### src/rtl/pulse_period_monitor.sv
// pulse_period_monitor: measures the high time and full period of each
// complete pulse on sig_in (in clock cycles) and reports every measurement
// through a single-entry valid/ready output slot. It also flags dropped
// results (overrun) and abandoned measurements (timeout).
module pulse_period_monitor #(
  parameter int unsigned CNT_W   = 32,
  parameter int unsigned TIMEOUT = 400_000_000
) (
  input  logic             clk,
  input  logic             rst,
  input  logic             sig_in,
  output logic             m_valid,
  input  logic             m_ready,
  output logic [CNT_W-1:0] m_high_cycles,
  output logic [CNT_W-1:0] m_period_cycles,
  output logic             overrun,
  output logic             timeout
);

  localparam logic [1:0] WAIT_RISE = 2'd0;
  localparam logic [1:0] MEAS_HIGH = 2'd1;
  localparam logic [1:0] MEAS_LOW  = 2'd2;

  localparam logic [CNT_W-1:0] TIMEOUT_C = CNT_W'(TIMEOUT);
  localparam logic [CNT_W-1:0] CNT_ONE   = CNT_W'(1);

  logic             sync1_q, sig_s_q, sig_d_q;
  logic             rise, fall;

  logic [1:0]       state_q, state_d;
  logic [CNT_W-1:0] period_q, period_d;
  logic [CNT_W-1:0] high_q, high_d;
  logic             timeout_q, timeout_d;
  logic             complete;

  logic             valid_q, valid_d;
  logic [CNT_W-1:0] res_high_q, res_high_d;
  logic [CNT_W-1:0] res_period_q, res_period_d;
  logic             overrun_q, overrun_d;
  logic             handshake;

  // Synchroniser plus delay stage; all reset high so a signal already
  // high at reset does not produce a spurious rise.
  always_ff @(posedge clk) begin
    if (rst) begin
      sync1_q <= 1'b1;
      sig_s_q <= 1'b1;
      sig_d_q <= 1'b1;
    end else begin
      sync1_q <= sig_in;
      sig_s_q <= sync1_q;
      sig_d_q <= sig_s_q;
    end
  end

  assign rise = sig_s_q & ~sig_d_q;
  assign fall = ~sig_s_q & sig_d_q;

  // Measurement FSM and cycle counters. A timeout in MEAS_HIGH wins over a
  // coincident fall; in MEAS_LOW a completing rise wins over the timeout.
  always_comb begin
    state_d   = state_q;
    period_d  = period_q;
    high_d    = high_q;
    timeout_d = 1'b0;
    complete  = 1'b0;
    case (state_q)
      WAIT_RISE: begin
        period_d = '0;
        if (rise) begin
          state_d  = MEAS_HIGH;
          period_d = CNT_ONE;
        end
      end
      MEAS_HIGH: begin
        if (period_q == TIMEOUT_C) begin
          state_d   = WAIT_RISE;
          period_d  = '0;
          timeout_d = 1'b1;
        end else begin
          period_d = period_q + CNT_ONE;
          if (fall) begin
            state_d = MEAS_LOW;
            high_d  = period_q;
          end
        end
      end
      MEAS_LOW: begin
        if (rise) begin
          complete = 1'b1;
          state_d  = MEAS_HIGH;
          period_d = CNT_ONE;
        end else if (period_q == TIMEOUT_C) begin
          state_d   = WAIT_RISE;
          period_d  = '0;
          timeout_d = 1'b1;
        end else begin
          period_d = period_q + CNT_ONE;
        end
      end
      default: begin
        state_d  = WAIT_RISE;
        period_d = '0;
      end
    endcase
  end

  // Output slot: accept a completion when empty or draining this cycle,
  // otherwise drop it and set the sticky overrun flag.
  always_comb begin
    handshake    = valid_q & m_ready;
    valid_d      = valid_q;
    res_high_d   = res_high_q;
    res_period_d = res_period_q;
    overrun_d    = overrun_q;
    if (complete && (!valid_q || m_ready)) begin
      valid_d      = 1'b1;
      res_high_d   = high_q;
      res_period_d = period_q;
      overrun_d    = 1'b0;
    end else if (complete) begin
      overrun_d = 1'b1;
    end else if (handshake) begin
      valid_d   = 1'b0;
      overrun_d = 1'b0;
    end
  end

  // State, counter and output-slot registers.
  always_ff @(posedge clk) begin
    if (rst) begin
      state_q      <= WAIT_RISE;
      period_q     <= '0;
      high_q       <= '0;
      timeout_q    <= 1'b0;
      valid_q      <= 1'b0;
      res_high_q   <= '0;
      res_period_q <= '0;
      overrun_q    <= 1'b0;
    end else begin
      state_q      <= state_d;
      period_q     <= period_d;
      high_q       <= high_d;
      timeout_q    <= timeout_d;
      valid_q      <= valid_d;
      res_high_q   <= res_high_d;
      res_period_q <= res_period_d;
      overrun_q    <= overrun_d;
    end
  end

  assign m_valid         = valid_q;
  assign m_high_cycles   = res_high_q;
  assign m_period_cycles = res_period_q;
  assign overrun         = overrun_q;
  assign timeout         = timeout_q;

endmodule

### config.mk
export PLATFORM = sky130hd
export DESIGN_NAME = pulse_period_monitor
export DESIGN_NICKNAME = d
export VERILOG_FILES = /design/src/rtl/pulse_period_monitor.sv
export SDC_FILE = /design/constraint.sdc
export NUM_CORES = 1
export LEC_CHECK = 0
export CORE_MARGIN = 2
export CORE_UTILIZATION = 24
export CTS_CLUSTER_SIZE = 12
export DETAILED_ROUTE_END_ITERATION = 8
export SLEW_MARGIN = 20
export SYNTH_ARGS = -nofsm -noshare
export SYNTH_HDL_FRONTEND = slang
export SYNTH_SLANG_ARGS = --single-unit
### constraint.sdc
create_clock -name clk -period 3.9 [get_ports clk]
set_input_delay 0.975 -clock clk [delete_from_list [all_inputs] [get_ports clk]]
set_output_delay 0.975 -clock clk [all_outputs]
set_load 0.005 [all_outputs]
==> flow_summary_export.csv <==
group,metric,value,unit
timing,fmax,0.428,GHz
synthesis,syn_inst,617,
drt,dr_total_vias,4214,
die,ios,71,
drt,drt_iter0_drc,226,
worst_setup_path,startpoint_type,"input port",
clock_tree,cts_buffer_depth,2,
die,initial_utilization,24.4,%
drt,ant_nets,0,
timing,setup_viol,0,
global_routing,grt_max_degree,65,
synthesis,synth_top_area_cell,"dfxtp_1",
finish,final_area,6870,µm²
job,drv_cap,0,
drt,vias_per_cell,4.39,
clock_tree,cts_setup_buffers,0,
place,dp_hpwl,8560,µm
timing,hold_violations,0,
worst_setup_path,cpLargestDelayFamily,"simple AND/OR/NAND/NOR gates",
synthesis,async_reset_ff_share,0,%
pwr,peakVddDrop,0.266,mV
synthesis,yosysWarnings,0,
pwr,p_leak,2.44,nW
worst_hold_path,hp-class,"reg2reg",
worst_setup_path,r2r_cells,8,
finish,antennaDiodeCount,0,
timing,hold_slack,0.410,ns
timing,rsz0062_at_grt,"no",
clock_tree,clk_pin_slew,0.06,ns
synthesis,netlist_top_cells_count,"138 x nand2_1, 136 x dfxtp_1, 74 x nor2_1, 70 x a21oi_1, 32 x mux2i_1",
finish,final_layout_size_suffix_gt1_share,7.06,%
place,placed_cells,928,
finish,stdcell_count,960,
synthesis,syn_area,5300,µm²
worst_setup_path,cp_cell_sequence,"clkdlybuf4s50_1, nand2b_1, and3_2, buf_12, nand2_1, a21oi_1",
place,placed_cell_area,6210,µm²
worst_setup_path,path_class,"in2reg",
place,dp_slack,1.10,ns
drt,drc,0,
synthesis,ys_types,37,
drt,wl_per_cell,13.4,µm
clock_tree,ctsHoldBuffers,0,
worst_hold_path,hold-path-endpoint,"sig_s_q",
clock_tree,htreeDepth,4,
die,dieArea,23300,µm²
die,core_area,21800,µm²
worst_setup_path,timing.rr.start,"period_q[0]",
global_routing,grt_pass1_wl,21400,µm
clock_tree,cts_root_buf,"clkbuf_16",
worst_hold_path,hold_depth,1,
place,io_buffers,70,
timing,worst_pin_slew,0.850,ns
worst_setup_path,r2r-end,"period_q[13]",
pwr,finalPower,3.20,mW
synthesis,syn_area_per_cell,8.59,µm²
timing,fin_crit,2.33,ns
worst_setup_path,arrival,2.68,ns
finish,syn_to_final_growth,29.6,%
synthesis,synth-main-ff-cell,"dfxtp_1",
timing,slew_viol_final,0,
timing,tns,0,ns
drt,dr.pass1.iters,4,
global_routing,grt_pass1_vias,4091,
global_routing,grt_usage,11.4,%
synthesis,synth_top_area_share,51.4,%
worst_hold_path,worstHoldStart,"sync1_q",
worst_setup_path,rrSetupSlack,1.61,ns
die,rows,54,
clock_tree,insertion_delay,0.42,ns
die,die-width,153,µm
worst_setup_path,cpMaxStageDelayCell,"and3_2",
synthesis,synth_area_leaders,"dfxtp_1 51%, nand2_1 9.8%, a21oi_1 6.6%",
worst_setup_path,cp_slowest_stage_delay,0.56,ns
clock_tree,tritoncts,"built",
synthesis,yosysSeqAreaShare,51.4,%
finish,fin_nets,677,
die,die_height,153,µm
drt,drt-total-wl,12900,µm
finish,fin_util,31.6,%
timing,fin_ws,1.57,ns
timing,fin_crit_sh,59.9,%
worst_setup_path,cp-end-kind,"flop",
global_routing,grt-ovfl-total,0,
timing,relSlewSlack,42.8,%
synthesis,synth-edff-count,0,
synthesis,synth-seq-cells,136,
place,gp_congestion,0.789,
worst_setup_path,required,4.25,ns
clock_tree,ctsResizeCount,0,
global_routing,grt_antenna_before_repair,0,
pwr,power.density,466,nW/µm²
synthesis,synth_nets,627,
clock_tree,cts_buffers,17,
timing,fin_worst_skew,0.00739,ns
synthesis,synth.most_common_cell,"nand2_1",
worst_setup_path,cp_max_fo,37,
worst_setup_path,path_buf_inv,2,
outcome,status,"complete, no violations",
clock_tree,clock_sinks,136,
where the power goes:
part	total, mW	leakage [nW]	switching (mW)	internal, mW
clock network	1.77	0.318	0.592	1.18
registers	1.39	1.10	0.00206	1.39
logic	0.0344	1.03	0.0252	0.00929
placed cells by master (no fill, tap or decap), types with 2 or more instances in the layout:
| cell | synthesis | layout |
|---|---|---|
| bufinv_16 | 0 | 5 |
| nand4_1 | 16 | 16 |
| nor4bb_1 | 4 | 4 |
| buf_4 | 0 | 6 |
| xor2_1 | 18 | 18 |
| clkdlybuf4s50_1 | 0 | 69 |
| mux2i_1 | 32 | 32 |
| nor4b_1 | 2 | 2 |
| nor3_2 | 2 | 2 |
| and4_1 | 2 | 2 |
| nor2_1 | 74 | 74 |
| ha_1 | 6 | 6 |
| and3_1 | 7 | 6 |
| clkinv_2 | 0 | 3 |
| clkbuf_8 | 0 | 3 |
| nor3_1 | 4 | 4 |
| inv_1 | 7 | 7 |
| and2_1 | 3 | 3 |
| clkbuf_16 | 0 | 17 |
| clkinvlp_4 | 0 | 3 |
| xnor2_1 | 11 | 11 |
| nand2_1 | 138 | 138 |
| nand2b_1 | 3 | 3 |
| dfxtp_1 | 136 | 136 |
| a21oi_1 | 70 | 70 |
| or2_2 | 3 | 3 |
| nand3_1 | 14 | 13 |
| nor4_1 | 8 | 8 |
cell families (layout without fill, tap and decap cells):
logic type / count (synthesis) / in the layout / share of synthesized area, %
fa+ha+maj: 6 / 6 / 1.42
mux: 32 / 32 / 6.04
buf+inv: 52 / 115 / 4.34
flops: 136 / 136 / 51.4
simple gates: 286 / 286 / 24.3
xor+xnor: 29 / 29 / 4.79
compound gates: 76 / 76 / 7.79
worst max-delay path by stage:
| stage | cells after the start | slack (ns) | endpoint | startpoint |
|---|---|---|---|---|
| after global placement | 6 | 1.19 | m_period_cycles[9] | m_ready |
| final | 6 | 1.57 | m_period_cycles[18] | m_ready |
| after CTS | 6 | 1.55 | m_period_cycles[5] | m_ready |
| after floorplan | 6 | 1.87 | m_period_cycles[13] | m_ready |
| after detailed placement | 6 | 1.10 | m_period_cycles[5] | m_ready |
| after global routing | 6 | 1.36 | m_period_cycles[1] | m_ready |
routing by layer:
metal / vias to the layer above / part of all wire, % / GRT usage (%)
li1: 2163 / - / -
met1: 1962 / 49 / 15.2
met2: 72 / 46 / 17.3
met3: 17 / 3.8 / 3.30
met4: 0 / 1.3 / 4.37
met5: - / 0 / 0
sequential cells by signal, summed over array words and instances (netlist names), 2 cells and up:
signal           cells
high_q              32
m_period_cycles     32
period_q            32
state_q              2
m_high_cycles       32
cell type report:
class,count,area (µm²)
fillers,2297,14900
flip-flops and latches,136,2720
multi-input cells,429,2350
repair buffers,76,756
clock buffers,20,467
well taps,280,350
clock inverters,12,196
inverters,7,26.3
No activity file was read; power rests on OpenSTA's default activity.
==> RTL change (config.mk and constraints unchanged) <==
Reset style: asynchronous (`rst`), changed in 2 clocked blocks. Comments in the files are not updated.
--- a/src/rtl/pulse_period_monitor.sv
+++ b/src/rtl/pulse_period_monitor.sv
@@ -43,3 +43,3 @@
   // high at reset does not produce a spurious rise.
-  always_ff @(posedge clk) begin
+  always_ff @(posedge clk or posedge rst) begin
     if (rst) begin
@@ -129,3 +129,3 @@
   // State, counter and output-slot registers.
-  always_ff @(posedge clk) begin
+  always_ff @(posedge clk or posedge rst) begin
     if (rst) begin
Check against the original RTL: differs if rst is asserted again (counterexample within 10 cycles, from zero or initial values and one cycle with rst high); with rst held inactive, the same outputs for 10 cycles.
==> RTL change against the original RTL <==
  * Register-to-register slack lost 240 ps
  * Sequential share of layout area grew 5.7 points
  * Setup slack lost 200 ps
  * Sequential cell count is the same
  * Design area grew 9.4%
  * Routed wire length shrank 4.1%
  * Critical path depth grew 1
  * Area after synthesis grew 10%
  * Highest routed layer unchanged
Power is not compared: it rests on default switching activity, and its combinational part moved more than twofold at a synthesized area within 25%.
==> RTL change: results (changes against the original RTL) <==
Setup WS pre-CTS=1270 ps (+164 ps); Synth Instances=429 (-30%); post-synthesis xor/xnor area fraction=0.0449 (-0.00300); GR Util met2=0.159 (-0.0136); WL/cell=14.8 um (+10%); clk_skew=11.4 ps (+4.00 ps); share of the synthesized area in the top cell type=0.569 (+0.0553); status=finished clean; full die area=25600 um^2 (+10%); Filler Cells Inserted=2450 (+6.7%); Worst R2R Start=period_q[0]$_DFF_PP0_; Clock-cell share=0.0822 (-0.0143); post-synthesis mux area share=0.204 (+0.143); Seq cells=136 (unchanged); DRT iter0 DRCs=200 (-12%); DRT Pass-1 Iters=5 (+1); FF+latch area=3410 um^2 (+25%); R2R setup slack=1370 ps (-240 ps); critical path peak fanout=15 (-59%); Post-Synth Adder-Cell Area=0.0128 (-0.00133); FFs w/ async S/R, synth=1.00 (+1.00); dpl cells=804 (-13%); Startpoint Class=flop; NumNets Final=509 (-25%); Non-clock buffer share=0.103 (-0.00743); total wire length=12.4 mm (-4.1%); first-pass GRT wire length=20.7 mm (-3.2%); number of non-clock inverters=9 (+2); via count=3547 (-16%); fraction of area in registers=0.453 (+0.0571); fraction of area in multi-input gates=0.303 (-0.0395); multi-input gates=259 (-40%); GRT Util Overall=0.103 (-0.0104); top post-synthesis cells by area=dfrtp_1 57%, mux2_2 13%, mux2_4 7.7%; routability cong.=0.737 (-6.5%); vias in the first global route=3774 (-7.7%); R2R cell count=7 (-1)
==> RTL change: cell types whose count changed after synthesis, sizes merged, moves of 4 or more <==
cell	before	now
mux2i	32	1
nand2	138	9
dfrtp	0	133
and4	2	6
dfxtp	136	0
clkbuf	28	6
mux2	0	95
and3	7	3
xnor2	11	15
nor2	74	46
nand4	16	11
a21oi	70	4
==> RTL change: power breakdown <==
part | switching (W) | internal (W)
registers | 0.0000552 | 0.00148
clock network | 0.000659 | 0.00102
logic | 0.000236 | 0.000183
total | 0.000950 | 0.00268
==> RTL change: worst max-delay path by stage <==
stage | end | slack, ps | depth (start not counted)
2_1_floorplan | high_q[0]$_DFFE_PP0P_ | 1230 | 1
3_3_place_gp | m_period_cycles[27]$_DFFE_PP0P_ | 1330 | 5
3_5_place_dp | m_period_cycles[22]$_DFFE_PP0P_ | 1270 | 5
4_1_cts | period_q[24]$_DFF_PP0_ | 1310 | 5
5_1_grt | high_q[13]$_DFFE_PP0P_ | 1200 | 7
6_report | high_q[8]$_DFFE_PP0P_ | 1370 | 7
==> RTL change: layer usage <==
metal | vias up | wire, um | part of all wire
li1 | 1641 | - | -
met1 | 1815 | 5730 | 0.46
met2 | 76 | 5810 | 0.47
met3 | 15 | 649 | 0.052
met4 | 0 | 176 | 0.014
met5 | - | 0 | 0
==> RTL change: worst max-delay path, stage by stage (launching register included) <==
cell and delay (ps):
dfrtp_1 470, inv_1 80, ha_1 220, nor4b_2 170, nand4_2 160, nor2b_4 620, buf_4 370, mux2_4 320
==> RTL change: logic make-up after synthesis <==
family | after synthesis
DFF | 136
and+or+nand+nor | 115
muxes | 96
buffers and inverters | 34
xor gates and xnor gates | 30
AOI/OAI and AO/OA | 12
adders and majority gates | 6
